==> config.mk <==
export PLATFORM = sky130hd
export DESIGN_NAME = mem_access_unit_flat
export DESIGN_NICKNAME = d
export VERILOG_FILES = /design/src/rtl/mau_pkg.sv /design/src/rtl/mem_access_unit_if.sv /design/src/rtl/mau_lane_merge.sv /design/src/rtl/mem_access_unit.sv /design/src/flat_wrapper.sv
export SDC_FILE = /design/constraint.sdc
export NUM_CORES = 1
export LEC_CHECK = 0
export CORE_MARGIN = 10
export CORE_UTILIZATION = 41
export DETAILED_ROUTE_END_ITERATION = 8
export PLACE_DENSITY = 0.8
export SYNTH_ARGS = -nofsm -noshare
export SYNTH_HDL_FRONTEND = slang
export SYNTH_SLANG_ARGS = --single-unit
export TNS_END_PERCENT = 30
==> constraint.sdc <==
create_clock -name clk -period 1.8 [get_ports clk]
set_clock_uncertainty 0.1 [all_clocks]
set_input_delay 0.18 -clock clk [delete_from_list [all_inputs] [get_ports clk]]
set_output_delay 0.18 -clock clk [all_outputs]
set_load 0.01 [all_outputs]
==> src/rtl/mau_pkg.sv <==
// rtl/mau_pkg.sv - shared funct3 codes, state encoding and decode helpers for mem_access_unit
package mau_pkg;

   localparam logic [2:0] F3_B  = 3'b000;
   localparam logic [2:0] F3_H  = 3'b001;
   localparam logic [2:0] F3_W  = 3'b010;
   localparam logic [2:0] F3_BU = 3'b100;
   localparam logic [2:0] F3_HU = 3'b101;

   localparam logic [31:0] MAU_RESP_ZERO = 32'h0;

   typedef enum logic [1:0] {
      IDLE = 2'd0,
      LD   = 2'd1,
      RMW  = 2'd2
   } state_e;

   // Stores only have B/H/W encodings; loads additionally allow BU/HU.
   function automatic logic f3_illegal(input logic we, input logic [2:0] f3);
      if (we) begin
         return f3[2] || (f3 == 3'b011);
      end
      return (f3 == 3'b011) || (f3 == 3'b110) || (f3 == 3'b111);
   endfunction

endpackage

==> src/rtl/mem_access_unit_if.sv <==
// rtl/mem_access_unit_if.sv - request/response and data-memory signal bundle for mem_access_unit
interface mem_access_unit_if #(
   parameter int ADDR_W = 8
);
   logic              req_valid;
   logic              req_ready;
   logic              req_we;
   logic [2:0]        req_funct3;
   logic [31:0]       req_addr;
   logic [31:0]       req_wdata;
   logic              rsp_valid;
   logic [31:0]       rsp_rdata;
   logic              rsp_err;
   logic [ADDR_W-1:0] mem_addr;
   logic [31:0]       mem_wdata;
   logic              mem_wren;
   logic [31:0]       mem_rdata;

   modport slave (
      input  req_valid, req_we, req_funct3, req_addr, req_wdata, mem_rdata,
      output req_ready, rsp_valid, rsp_rdata, rsp_err, mem_addr, mem_wdata, mem_wren
   );

   modport master (
      output req_valid, req_we, req_funct3, req_addr, req_wdata, mem_rdata,
      input  req_ready, rsp_valid, rsp_rdata, rsp_err, mem_addr, mem_wdata, mem_wren
   );
endinterface

==> src/rtl/mau_lane_merge.sv <==
// rtl/mau_lane_merge.sv - combinational load lane extract/extend and store lane merge
module mau_lane_merge
   import mau_pkg::*;
(
   input  logic [31:0] word_i,
   input  logic [1:0]  off_i,
   input  logic [2:0]  funct3_i,
   input  logic [31:0] wdata_i,
   output logic [31:0] load_o,
   output logic [31:0] store_o
);
   logic [4:0]  bsh;
   logic [4:0]  hsh;
   logic [7:0]  byte_v;
   logic [15:0] half_v;
   logic [31:0] mask;

   always_comb begin
      bsh    = {off_i, 3'b000};
      hsh    = {off_i[1], 4'b0000};
      byte_v = 8'(word_i >> bsh);
      half_v = off_i[1] ? word_i[31:16] : word_i[15:0];
      mask   = 32'h0;

      case (funct3_i)
         F3_B:    load_o = {{24{byte_v[7]}}, byte_v};
         F3_BU:   load_o = {24'h0, byte_v};
         F3_H:    load_o = {{16{half_v[15]}}, half_v};
         F3_HU:   load_o = {16'h0, half_v};
         default: load_o = word_i;
      endcase

      case (funct3_i[1:0])
         2'b00: begin
            mask    = 32'h0000_00FF << bsh;
            store_o = (word_i & ~mask) | ({24'h0, wdata_i[7:0]} << bsh);
         end
         2'b01: begin
            mask    = 32'h0000_FFFF << hsh;
            store_o = (word_i & ~mask) | ({16'h0, wdata_i[15:0]} << hsh);
         end
         default: store_o = wdata_i;
      endcase
   end
endmodule

==> src/rtl/mem_access_unit.sv <==
// rtl/mem_access_unit.sv - byte/half/word load-store unit over word RAM; MAU_MISALIGN_TRAP_EN traps misaligned accesses
module mem_access_unit
   import mau_pkg::*;
#(
   parameter int          ADDR_W    = 8,
   parameter logic [31:0] RESP_ZERO = MAU_RESP_ZERO
) (
   input  logic              clk,
   input  logic              rst,
   mem_access_unit_if.slave  bus
);
   state_e            state_q, state_d;
   logic [ADDR_W-1:0] addr_q, addr_d;
   logic [1:0]        off_q, off_d;
   logic [2:0]        f3_q, f3_d;
   logic [31:0]       wdata_q, wdata_d;
   logic              rsp_valid_q, rsp_valid_d;
   logic              rsp_err_q, rsp_err_d;
   logic [31:0]       rsp_rdata_q, rsp_rdata_d;

   logic              accept;
   logic              illegal;
   logic              trap;
   logic [1:0]        off_eff;
   logic [ADDR_W-1:0] req_word;
   logic              wren;
   logic [ADDR_W-1:0] mem_addr_c;
   logic [31:0]       mem_wdata_c;
   logic [31:0]       ld_data;
   logic [31:0]       st_word;
   logic              unused_hi;

   assign req_word  = bus.req_addr[ADDR_W+1:2];
   assign unused_hi = &{1'b0, bus.req_addr[31:ADDR_W+2]};
   assign illegal   = f3_illegal(bus.req_we, bus.req_funct3);

`ifdef MAU_MISALIGN_TRAP_EN
   assign trap    = ((bus.req_funct3[1:0] == 2'b01) && bus.req_addr[0]) ||
                    ((bus.req_funct3 == F3_W) && (bus.req_addr[1:0] != 2'b00));
   assign off_eff = bus.req_addr[1:0];
`else
   // Misaligned requests are silently rounded down to their natural boundary.
   assign trap = 1'b0;
   always_comb begin
      case (bus.req_funct3[1:0])
         2'b00:   off_eff = bus.req_addr[1:0];
         2'b01:   off_eff = {bus.req_addr[1], 1'b0};
         default: off_eff = 2'b00;
      endcase
   end
`endif

   assign bus.req_ready = !rst && (state_q == IDLE);
   assign accept        = bus.req_valid && bus.req_ready;

   mau_lane_merge u_lane_merge (
      .word_i   (bus.mem_rdata),
      .off_i    (off_q),
      .funct3_i (f3_q),
      .wdata_i  (wdata_q),
      .load_o   (ld_data),
      .store_o  (st_word)
   );

   always_comb begin
      state_d     = state_q;
      addr_d      = addr_q;
      off_d       = off_q;
      f3_d        = f3_q;
      wdata_d     = wdata_q;
      rsp_valid_d = 1'b0;
      rsp_err_d   = 1'b0;
      rsp_rdata_d = rsp_rdata_q;
      wren        = 1'b0;
      mem_addr_c  = addr_q;
      mem_wdata_c = st_word;

      case (state_q)
         IDLE: begin
            mem_addr_c = req_word;
            if (accept) begin
               if (illegal || trap) begin
                  rsp_valid_d = 1'b1;
                  rsp_err_d   = 1'b1;
                  rsp_rdata_d = RESP_ZERO;
               end else if (!bus.req_we) begin
                  addr_d  = req_word;
                  off_d   = off_eff;
                  f3_d    = bus.req_funct3;
                  state_d = LD;
               end else if (bus.req_funct3[1:0] == 2'b10) begin
                  wren        = 1'b1;
                  mem_wdata_c = bus.req_wdata;
                  rsp_valid_d = 1'b1;
                  rsp_rdata_d = RESP_ZERO;
               end else begin
                  addr_d  = req_word;
                  off_d   = off_eff;
                  f3_d    = bus.req_funct3;
                  wdata_d = bus.req_wdata;
                  state_d = RMW;
               end
            end
         end
         LD: begin
            rsp_valid_d = 1'b1;
            rsp_rdata_d = ld_data;
            state_d     = IDLE;
         end
         RMW: begin
            wren        = 1'b1;
            rsp_valid_d = 1'b1;
            rsp_rdata_d = RESP_ZERO;
            state_d     = IDLE;
         end
         default: state_d = IDLE;
      endcase
   end

   always_ff @(posedge clk) begin
      if (rst) begin
         state_q     <= IDLE;
         addr_q      <= '0;
         off_q       <= 2'b00;
         f3_q        <= 3'b000;
         wdata_q     <= 32'h0;
         rsp_valid_q <= 1'b0;
         rsp_err_q   <= 1'b0;
         rsp_rdata_q <= RESP_ZERO;
      end else begin
         state_q     <= state_d;
         addr_q      <= addr_d;
         off_q       <= off_d;
         f3_q        <= f3_d;
         wdata_q     <= wdata_d;
         rsp_valid_q <= rsp_valid_d;
         rsp_err_q   <= rsp_err_d;
         rsp_rdata_q <= rsp_rdata_d;
      end
   end

   // Reset kills any in-flight write combinationally, so an aborted RMW never lands.
   assign bus.mem_wren  = !rst && wren;
   assign bus.mem_addr  = mem_addr_c;
   assign bus.mem_wdata = mem_wdata_c;
   assign bus.rsp_valid = rsp_valid_q;
   assign bus.rsp_err   = rsp_err_q;
   assign bus.rsp_rdata = rsp_rdata_q;
endmodule
==> src/flat_wrapper.sv <==
// flat-port wrapper written by rule: the top's interface ports become plain ports
module mem_access_unit_flat import mau_pkg::*;
#(
   parameter int          ADDR_W    = 8,
   parameter logic [31:0] RESP_ZERO = MAU_RESP_ZERO
)
  (clk, rst, bus_req_valid, bus_req_we, bus_req_funct3, bus_req_addr, bus_req_wdata, bus_mem_rdata, bus_req_ready, bus_rsp_valid, bus_rsp_rdata, bus_rsp_err, bus_mem_addr, bus_mem_wdata, bus_mem_wren);
  mem_access_unit_if #(.ADDR_W(ADDR_W)) bus_i ();
  input  logic clk;
  input  logic rst;
  input wire logic [$bits(bus_i.req_valid)-1:0] bus_req_valid;
  input wire logic [$bits(bus_i.req_we)-1:0] bus_req_we;
  input wire logic [$bits(bus_i.req_funct3)-1:0] bus_req_funct3;
  input wire logic [$bits(bus_i.req_addr)-1:0] bus_req_addr;
  input wire logic [$bits(bus_i.req_wdata)-1:0] bus_req_wdata;
  input wire logic [$bits(bus_i.mem_rdata)-1:0] bus_mem_rdata;
  output wire logic [$bits(bus_i.req_ready)-1:0] bus_req_ready;
  output wire logic [$bits(bus_i.rsp_valid)-1:0] bus_rsp_valid;
  output wire logic [$bits(bus_i.rsp_rdata)-1:0] bus_rsp_rdata;
  output wire logic [$bits(bus_i.rsp_err)-1:0] bus_rsp_err;
  output wire logic [$bits(bus_i.mem_addr)-1:0] bus_mem_addr;
  output wire logic [$bits(bus_i.mem_wdata)-1:0] bus_mem_wdata;
  output wire logic [$bits(bus_i.mem_wren)-1:0] bus_mem_wren;
  assign bus_i.req_valid = bus_req_valid;
  assign bus_i.req_we = bus_req_we;
  assign bus_i.req_funct3 = bus_req_funct3;
  assign bus_i.req_addr = bus_req_addr;
  assign bus_i.req_wdata = bus_req_wdata;
  assign bus_i.mem_rdata = bus_mem_rdata;
  assign bus_req_ready = bus_i.req_ready;
  assign bus_rsp_valid = bus_i.rsp_valid;
  assign bus_rsp_rdata = bus_i.rsp_rdata;
  assign bus_rsp_err = bus_i.rsp_err;
  assign bus_mem_addr = bus_i.mem_addr;
  assign bus_mem_wdata = bus_i.mem_wdata;
  assign bus_mem_wren = bus_i.mem_wren;
  mem_access_unit #(.ADDR_W(ADDR_W), .RESP_ZERO(RESP_ZERO)) u_core (.clk(clk), .rst(rst), .bus(bus_i));
endmodule
==> Yosys cells after proc, flatten, opt, wreduce, memory -nomap -nowiden <==
Cells that the tools add are included.
{ "totals": {"reg_bits": 81, "inputBits": 103, "output_inout_bits": 76, "wordCells": 92} }
{ "op_classes": {"eq_ne": 15, "shifts": 5, "n_mux": 35, "bitwise_logic": 10, "reduce_logical": 19} }
{ "ops": {"columns": ["op", "n"], "rows": [
  ["$mux 32", 9],
  ["$pmux 32 s4", 1],
  ["$pmux 32 s3", 1],
  ["$and 32x32->32", 2],
  ["$not 32->32", 2],
  ["$or 32x32->32", 2],
  ["$pmux 32 s2", 1],
  ["$shl 16x5->32", 1],
  ["$shl 16x5->32 const A", 1],
  ["$shl 8x5->32", 1],
  ["$shl 8x5->32 const A", 1],
  ["$shr 32x5->8", 1],
  ["$mux 8", 3],
  ["$mux 16", 1],
  ["$eq 3x3->1 const B", 4],
  ["$mux 1", 10],
  ["$mux 2", 4],
  ["$reduce_and 4->1", 2],
  ["$eq 2x1->1 const B", 3],
  ["$logic_not 2->1", 3],
  ["$mux 3", 2],
  ["$ne 3x2->1 const B", 2],
  ["$reduce_and 5->1", 1],
  ["$eq 2x2->1 const B", 2],
  ["15 further kinds", 24]
]} }

==> Longest topological paths before layout <==
{ "logic_depth": {"ltp_word": 10, "ltp_mapped": 9, "mapped_depth_nobuf": 6} }

==> By module <==
A second synthesis with hierarchy kept.
{ "hier_totals": {"hier_cells": 876, "area_unflattened_um2": 6850.3} }
{ "by_module_without_submodules": {"columns": ["module", "n_inst", "cells_per_inst", "area_each_um2", "seq_area_each_um2"], "rows": [
  ["mem_access_unit", 1, 606, 4926.0, 1621.6],
  ["mau_lane_merge", 1, 270, 1924.3, 0.0]
]} }

==> Worst setup path after synthesis <==
Ideal clock, no wire load.
{ "synth_path": {"path_kind": "register to output", "from": "register u_core.state_q[0]", "to": "output port bus_mem_wdata[2]", "arrival_ps": 1727, "t_required_ps": 1520, "setup_slack_ps": -207, "path_stages_with_launch": 9, "cell_sequence": "dfxtp_1 -> inv_1 -> ha_1 -> and3b_1 -> buf_4 -> and4_1 -> buf_2 -> buf_2 -> o21ai_0"} }
{ "synth_via": {"elab_chain_len": 5} }
{ "synth_lines": {"columns": ["element", "line", "text"], "rows": [
  ["from (decl)", "mem_access_unit.sv:12", "state_e state_q, state_d;"],
  ["from (signal assigned)", "mem_access_unit.sv:131", "state_q <= state_d;"],
  ["$logic_not 2->1 (*)", "mem_access_unit.sv:53, mem_access_unit.sv:78", null],
  ["$logic_and 1x1->1", "mem_access_unit.sv:53", "assign bus.req_ready = !rst && (state_q == IDLE);"],
  ["$logic_and 1x1->1", "mem_access_unit.sv:54", "assign accept = bus.req_valid && bus.req_ready;"],
  ["$mux 32", "mem_access_unit.sv:81", "if (accept) begin"],
  ["$mux 32 (*)", "mem_access_unit.sv:78", "case (state_q)"],
  ["to (decl)", "flat_wrapper.sv:22", "output wire logic [$bits(bus_i.mem_wdata)-1:0] bus_mem_wdata;"]
]} }
Every way passes the cells marked *; elsewhere a longest branch is shown, timed or not.

==> Worst setup path after layout <==
{ "layout_path": {"from": "register u_core.state_q[0]", "to": "output port bus_mem_wdata[9]"} }
Same word-level chain as after synthesis.

==> metrics.md <==
| Metric | Value |
|---|---|
| Outcome | `finished with violations` |
| Failing checks | `negative setup slack` |
| Reg-to-reg setup timing slack | `-0.28 ns` |
| GR Util met1 | `0.277` |
| Async S/R FF share, synth | `0` |
| Syn-to-layout area delta | `70.1%` |
| Maximum clock frequency | `440 MHz` |
| Most common cell after layout, fill and taps aside | `clkdlybuf4s50_1` |
| RSZ-0062 raised after global routing | `yes` |
| First-pass GRT wire length | `31,100 um` |
| DRC errors left | `0` |
| Cell Pwr Density | `607 mW/mm2` |
| Boundary Pins | `179` |
| Hold Path Class | `input pin to register` |
| Net Count, Synth | `702` |
| ANT nets after route | `0` |
| Core area | `0.0115 mm2` |
| DRT Pass-1 Iters | `5` |
| GRT Total Usage | `0.236` |
| Critical path class | `register to primary output` |
| Path depth of the worst reg2reg path | `10` |
| Seq cells post-synth | `81` |
| Setup violators final | `about 110` |
| Tcrit/Tclk final | `1.26` |
| Most frequent cells in the layout | `clkdlybuf4s50_1, buf_4, nand2_1` |
| Post-Synthesis Cells | `slightly below 600` |
| WP data required | `between 1.5 and 2 ns` |
| Share of layout cells above drive strength 1 | `0.352` |
| CP Launch Type | `register` |
| Final std cells w/o fill | `approximately 1,000` |
| H-tree Lvls | `3` |
| Detailed Route Iter0 Violations | `around 680` |
| Die area | `0.0166 mm2` |
| Top-area cell type share of the netlist area | `0.335` |
| Final worst slack | `-0.471 ns` |
| Dominant cell type by area after synthesis | `dfxtp_1` |
| NumNets Final | `946` |
| Hold path cells | `3` |
| GRT Max-Usage Layer | `met2` |
| CTS tree | `built` |
| Initial core utilization | `0.421` |
| Via count | `6,045` |
| Vias in the first global route | `5,678` |
| Global Route met3 Usage | `0.0661` |
| R2r startpoint | `u_core.state_q[0]` |
| Max-slew violations | `0` |
| Hold Startpoint | `bus_req_wdata[19]` |
| Final wirelength | `22,300 um` |
| Reg clk slew, reported paths | `~0.060 ns` |
| Clock root buffer master | `clkbuf_16` |
| Number of CTS-inserted buffers | `9` |
| Most used DFF post-synth | `dfxtp_1` |
| Fill cell count | `800` |
| Mapped Area | `0.00484 mm2` |
| Power Total | `about 5.0 mW` |
| Antenna Cells | `0` |
| Gr ovfl total | `0` |
| Crit path DAT | `1.99 ns` |
| Chip height | `129 um` |
| Leakage | `3.38 nW` |
| Hold Path Sink | `u_core.wdata_q[19]` |
| Cells after DPL | `around 940` |
| Port buffer count | `between 150 and 200` |
| Yosys cell types | `between 40 and 50` |
| Largest net degree at the start of global routing | `50` |
| Wirelength per Cell | `22.6 um` |
| Row count | `39` |
| Crit. End Element | `primary output` |
| Synthesized area per cell | `between 8 and 9 um2` |
| Max-Cap Viols | `0` |
| Crit path time final | `2.27 ns` |
| Final hold violation count | `0` |
| Max IR drop VDD | `approximately 0.47 mV` |
| Initial antenna violation count | `0` |
| Clock latency on the worst-skew pair | `0.34 ns` |
| Synth top area cells | `dfxtp_1, mux2i_1, nand2_1` |
| GP Congestion | `0.968` |
| Sequential area share after synthesis | `0.335` |
| Relative slew margins | `0.233` |
| DP Area | `0.00720 mm2` |
| Post-synth EDFFs | `0` |
| Drt via density | `6.12` |
| DP HPWL | `between 10,000 and 15,000 um` |
| Final instance area | `0.00824 mm2` |
| Worst Path Max Fanout | `6` |
| Final hold slack | `0.324 ns` |
| Clock buffer depth | `2` |
| Reg-to-Reg End | `u_core.off_q[0]` |
| Slew @ Worst Pin | `1.15 ns` |
| Die X | `129 um` |
| Layout Utilization | `0.716` |
| Met2 Resource Use GR | `0.394` |
| Clock Sink Count | `81` |
| Ys Warns | `0` |
## per-stage QoR
| step | setup slack (ns) | TNS, ns |
|---|---|---|
| 3_5_place_dp | -0.698 | -35.22 |
| 5_1_grt | -0.509 | -32.89 |
| 2_1_floorplan | 0.00850 | 0 |
| 4_1_cts | -0.433 | -15.86 |
| 3_3_place_gp | -0.688 | -31.44 |
| 6_report | -0.471 | -27.14 |
## repair_timing
action                                  CTS  global route
buffers inserted                          9            14
hold buffers                              0             0
cloned                                    3             6
endpoints found under the setup margin   75           118
resized for setup                       242           106
pin swaps                                13            40
## cell families (layout without fill, tap and decap cells)
| family | after synthesis | after routing | synth area share |
|---|---|---|---|
| AOI/OAI and AO/OA | 216 | 216 | 0.311 |
| DFF | 81 | 81 | 0.335 |
| muxes | 46 | 46 | 0.0976 |
| buffers and inverters | 64 | 313 | 0.0677 |
| and+or+nand+nor | 184 | 184 | 0.178 |
| adders and majority gates | 4 | 4 | 0.0103 |
## synthesized netlist by cell type (2+ instances only)
cell and n:
nand2_1 92, dfxtp_1 81, a21oi_1 56, o21ai_0 37, mux2i_1 36, a22o_1 27, nor2_1 25, buf_2 22
clkbuf_1 22, o22ai_1 19, a21o_1 17, and3_1 16, nor2b_1 14, nand2b_1 13, nand3_1 11, a211oi_1 10
a2bb2oi_1 10, mux2_2 10, inv_1 8, o2bb2ai_1 8, a2111oi_0 7, buf_6 7, a222oi_1 4, a32o_1 4
ha_1 4, a21oi_4 3, a22oi_1 3, nor3_1 3, o21ai_1 3, buf_1 2, buf_4 2, nor2_2 2
or4b_1 2
## metal layers
metal	routed length, um	share of wire
met5	0	0
met4	955	0.043
met3	2620	0.12
met2	10300	0.46
met1	8370	0.38
## area by class of cell
type	instances	area [um2]	area share
flip-flops and latches	81	1630	0.198
clock inverters	2	60.1	0.00729
well taps	143	179	0.0217
repair buffers	288	2690	0.327
inverters	9	37.5	0.00455
multi-input cells	450	3380	0.410
clock buffers	14	264	0.0320
## how the worst max path moves through the flow
stage	slack [ns]	start	endpoint	cells past startpoint
after global routing	-0.51	u_core.off_q[1]	bus_mem_wdata[1]	8
after floorplan	0.009	u_core.state_q[1]	bus_mem_wdata[21]	8
after detailed placement	-0.70	bus_mem_rdata[24]	bus_mem_wdata[24]	7
after global placement	-0.69	bus_mem_rdata[24]	bus_mem_wdata[24]	7
final	-0.47	u_core.state_q[0]	bus_mem_wdata[9]	8
after CTS	-0.43	u_core.off_q[1]	bus_mem_wdata[0]	8
## critical path, stage by stage (launching register included)
cell and delay (ns):
dfxtp_2 0.32, inv_2 0.07, ha_4 0.15, and3b_2 0.20
and4_4 0.35, buf_12 0.16, a21oi_2 0.04, a22o_1 0.20
buf_2 0.14
## state kept, by name, summed over array words and instances, names as in the netlist
register,cells
u_core.bus.rsp_rdata,32
u_core.wdata_q,32
u_core.addr_q,8
u_core.f3_q,3
u_core.off_q,2
u_core.state_q,2
u_core.bus.rsp_err,1
u_core.bus.rsp_valid,1
## power breakdown
part / switching, mW / total, mW / internal [mW]
combinational: 0.528 / 1.11 / 0.583
sequential: 0.0263 / 1.85 / 1.83
clock: 0.745 / 2.04 / 1.29
total: 1.30 / 5.00 / 3.70
Power figures use the tool's default switching activity.
==> RTL change (config.mk and constraints unchanged) <==
Reset style: asynchronous (`rst`), changed in one clocked block.
--- a/src/rtl/mem_access_unit.sv
+++ b/src/rtl/mem_access_unit.sv
@@ -118,5 +118,5 @@
    end
 
-   always_ff @(posedge clk) begin
+   always_ff @(posedge clk or posedge rst) begin
       if (rst) begin
          state_q     <= IDLE;
Check against the original RTL: not equivalent (a bounded check fails within 4 cycles, from zero or initial values and one cycle with rst high; the reset may be asserted at any time).
==> RTL change against the original RTL <==
The flow still finishes with violations (negative setup slack); largest cell class unchanged; first-iteration DRC count is 23% lower; synthesized area is 7.5% higher; setup slack worse by 0.15 ns; final area is 3.6% higher; highest routed layer is now met5; sequential cell count stayed put; wire length is 4.8% lower; worst hold slack better by 0.025 ns; maximum frequency is 6.0% lower.
Power is not compared: it rests on default switching activity, and its combinational part moved more than twofold at a synthesized area within 25%.
==> RTL change: results (changes against the original RTL) <==
stage	metric	value	unit	change
status	outcome	finished, violations left		
status	violations	negative setup slack		
synth	synth.top_cells.by_count	90 x mux2_2, 81 x dfrtp_1, 39 x o21ai_0		
global_route	grt_util_met1	0.2610		-0.01616
route	wl_met1	8253	um	-1.4%
placement	placed_cells	887		-5.9%
placement	post-place-ws	-0.8608	ns	-0.1623 ns
finish	inverters	10		+1
placement	gp_congestion	0.9497		-1.9%
worst_setup_path	reg2reg_depth	7		-3
sta	finalSetupViolations	106		-4.5%
global_route	grt_use_met3	0.04126		-0.02486
sta	max_slew_margin	0.5701		+0.3374
finish	multi_input_comb_cells	369		-18%
sta	worst_slack	-0.6168	ns	-0.1455 ns
finish	drive_gt1_frac	0.4639		+0.1120
finish	syn2layout_area_growth	64.07	%	
finish	buffer_area_frac	0.3022		-0.02447
finish	nClkBuffers	11		-3
synth	synth-compound-area-share	0.2293		-0.08194
synth	ys_types	52		+8.3%
synth	seq_area_frac_synth	0.3893		+0.05462
worst_setup_path	cp-endpoint	bus_mem_wdata[14]		
sta	finalHoldWorstSlack	0.3489	ns	+0.02535 ns
route	viasPerCell	5.890		-3.8%
finish	nFillCells	932		+17%
synth	synth_fp_nets	614		-13%
finish	num-nets-final	850		-10%
worst_setup_path	worst_r2r_endpoint	u_core.bus.rsp_rdata[8]$_DFFE_PP0P_		
route	first_iter_violations	522		-23%
route	highest_layer	met5		
finish	n_antenna_cell	4		+4
placement	placed_area	7609	um2	+5.7%
synth	syn_inst	507		-15%
sta	tns	-29.58	ns	-2.440 ns
worst_setup_path	cp_max_fo	7		+1
min_path	hp-start	bus_req_addr[1]		
route	met3_length	1343	um	-49%
## RTL change: changes by cell type in the layout (fill, tap and decap cells not counted), sizes merged, moves of 18 or more
cell | unedited run | this run
a21oi | 60 | 38
a22o | 27 | 7
buf | 169 | 148
dfrtp | 0 | 81
dfxtp | 81 | 0
mux2 | 10 | 92
mux2i | 36 | 18
nand2 | 92 | 20
## RTL change: kinds of logic (layout without fill, tap and decap cells)
| family | Yosys count | after routing |
|---|---|---|
| AOI/OAI and AO/OA | 172 | 172 |
| muxes | 110 | 110 |
| and+or+nand+nor | 83 | 83 |
| DFF | 81 | 81 |
| buffers and inverters | 57 | 298 |
| adders and majority gates | 4 | 4 |
| other | 0 | 4 |
## RTL change: power by group
| group | leakage (nW) | total (mW) | internal (mW) | switching (mW) |
|---|---|---|---|---|
| clock network | 0.160 | 2.02 | 1.25 | 0.769 |
| registers | 1.04 | 3.24 | 2.61 | 0.631 |
| logic | 2.44 | 7.95 | 4.20 | 3.76 |
| total | 3.64 | 13.2 | 8.05 | 5.15 |
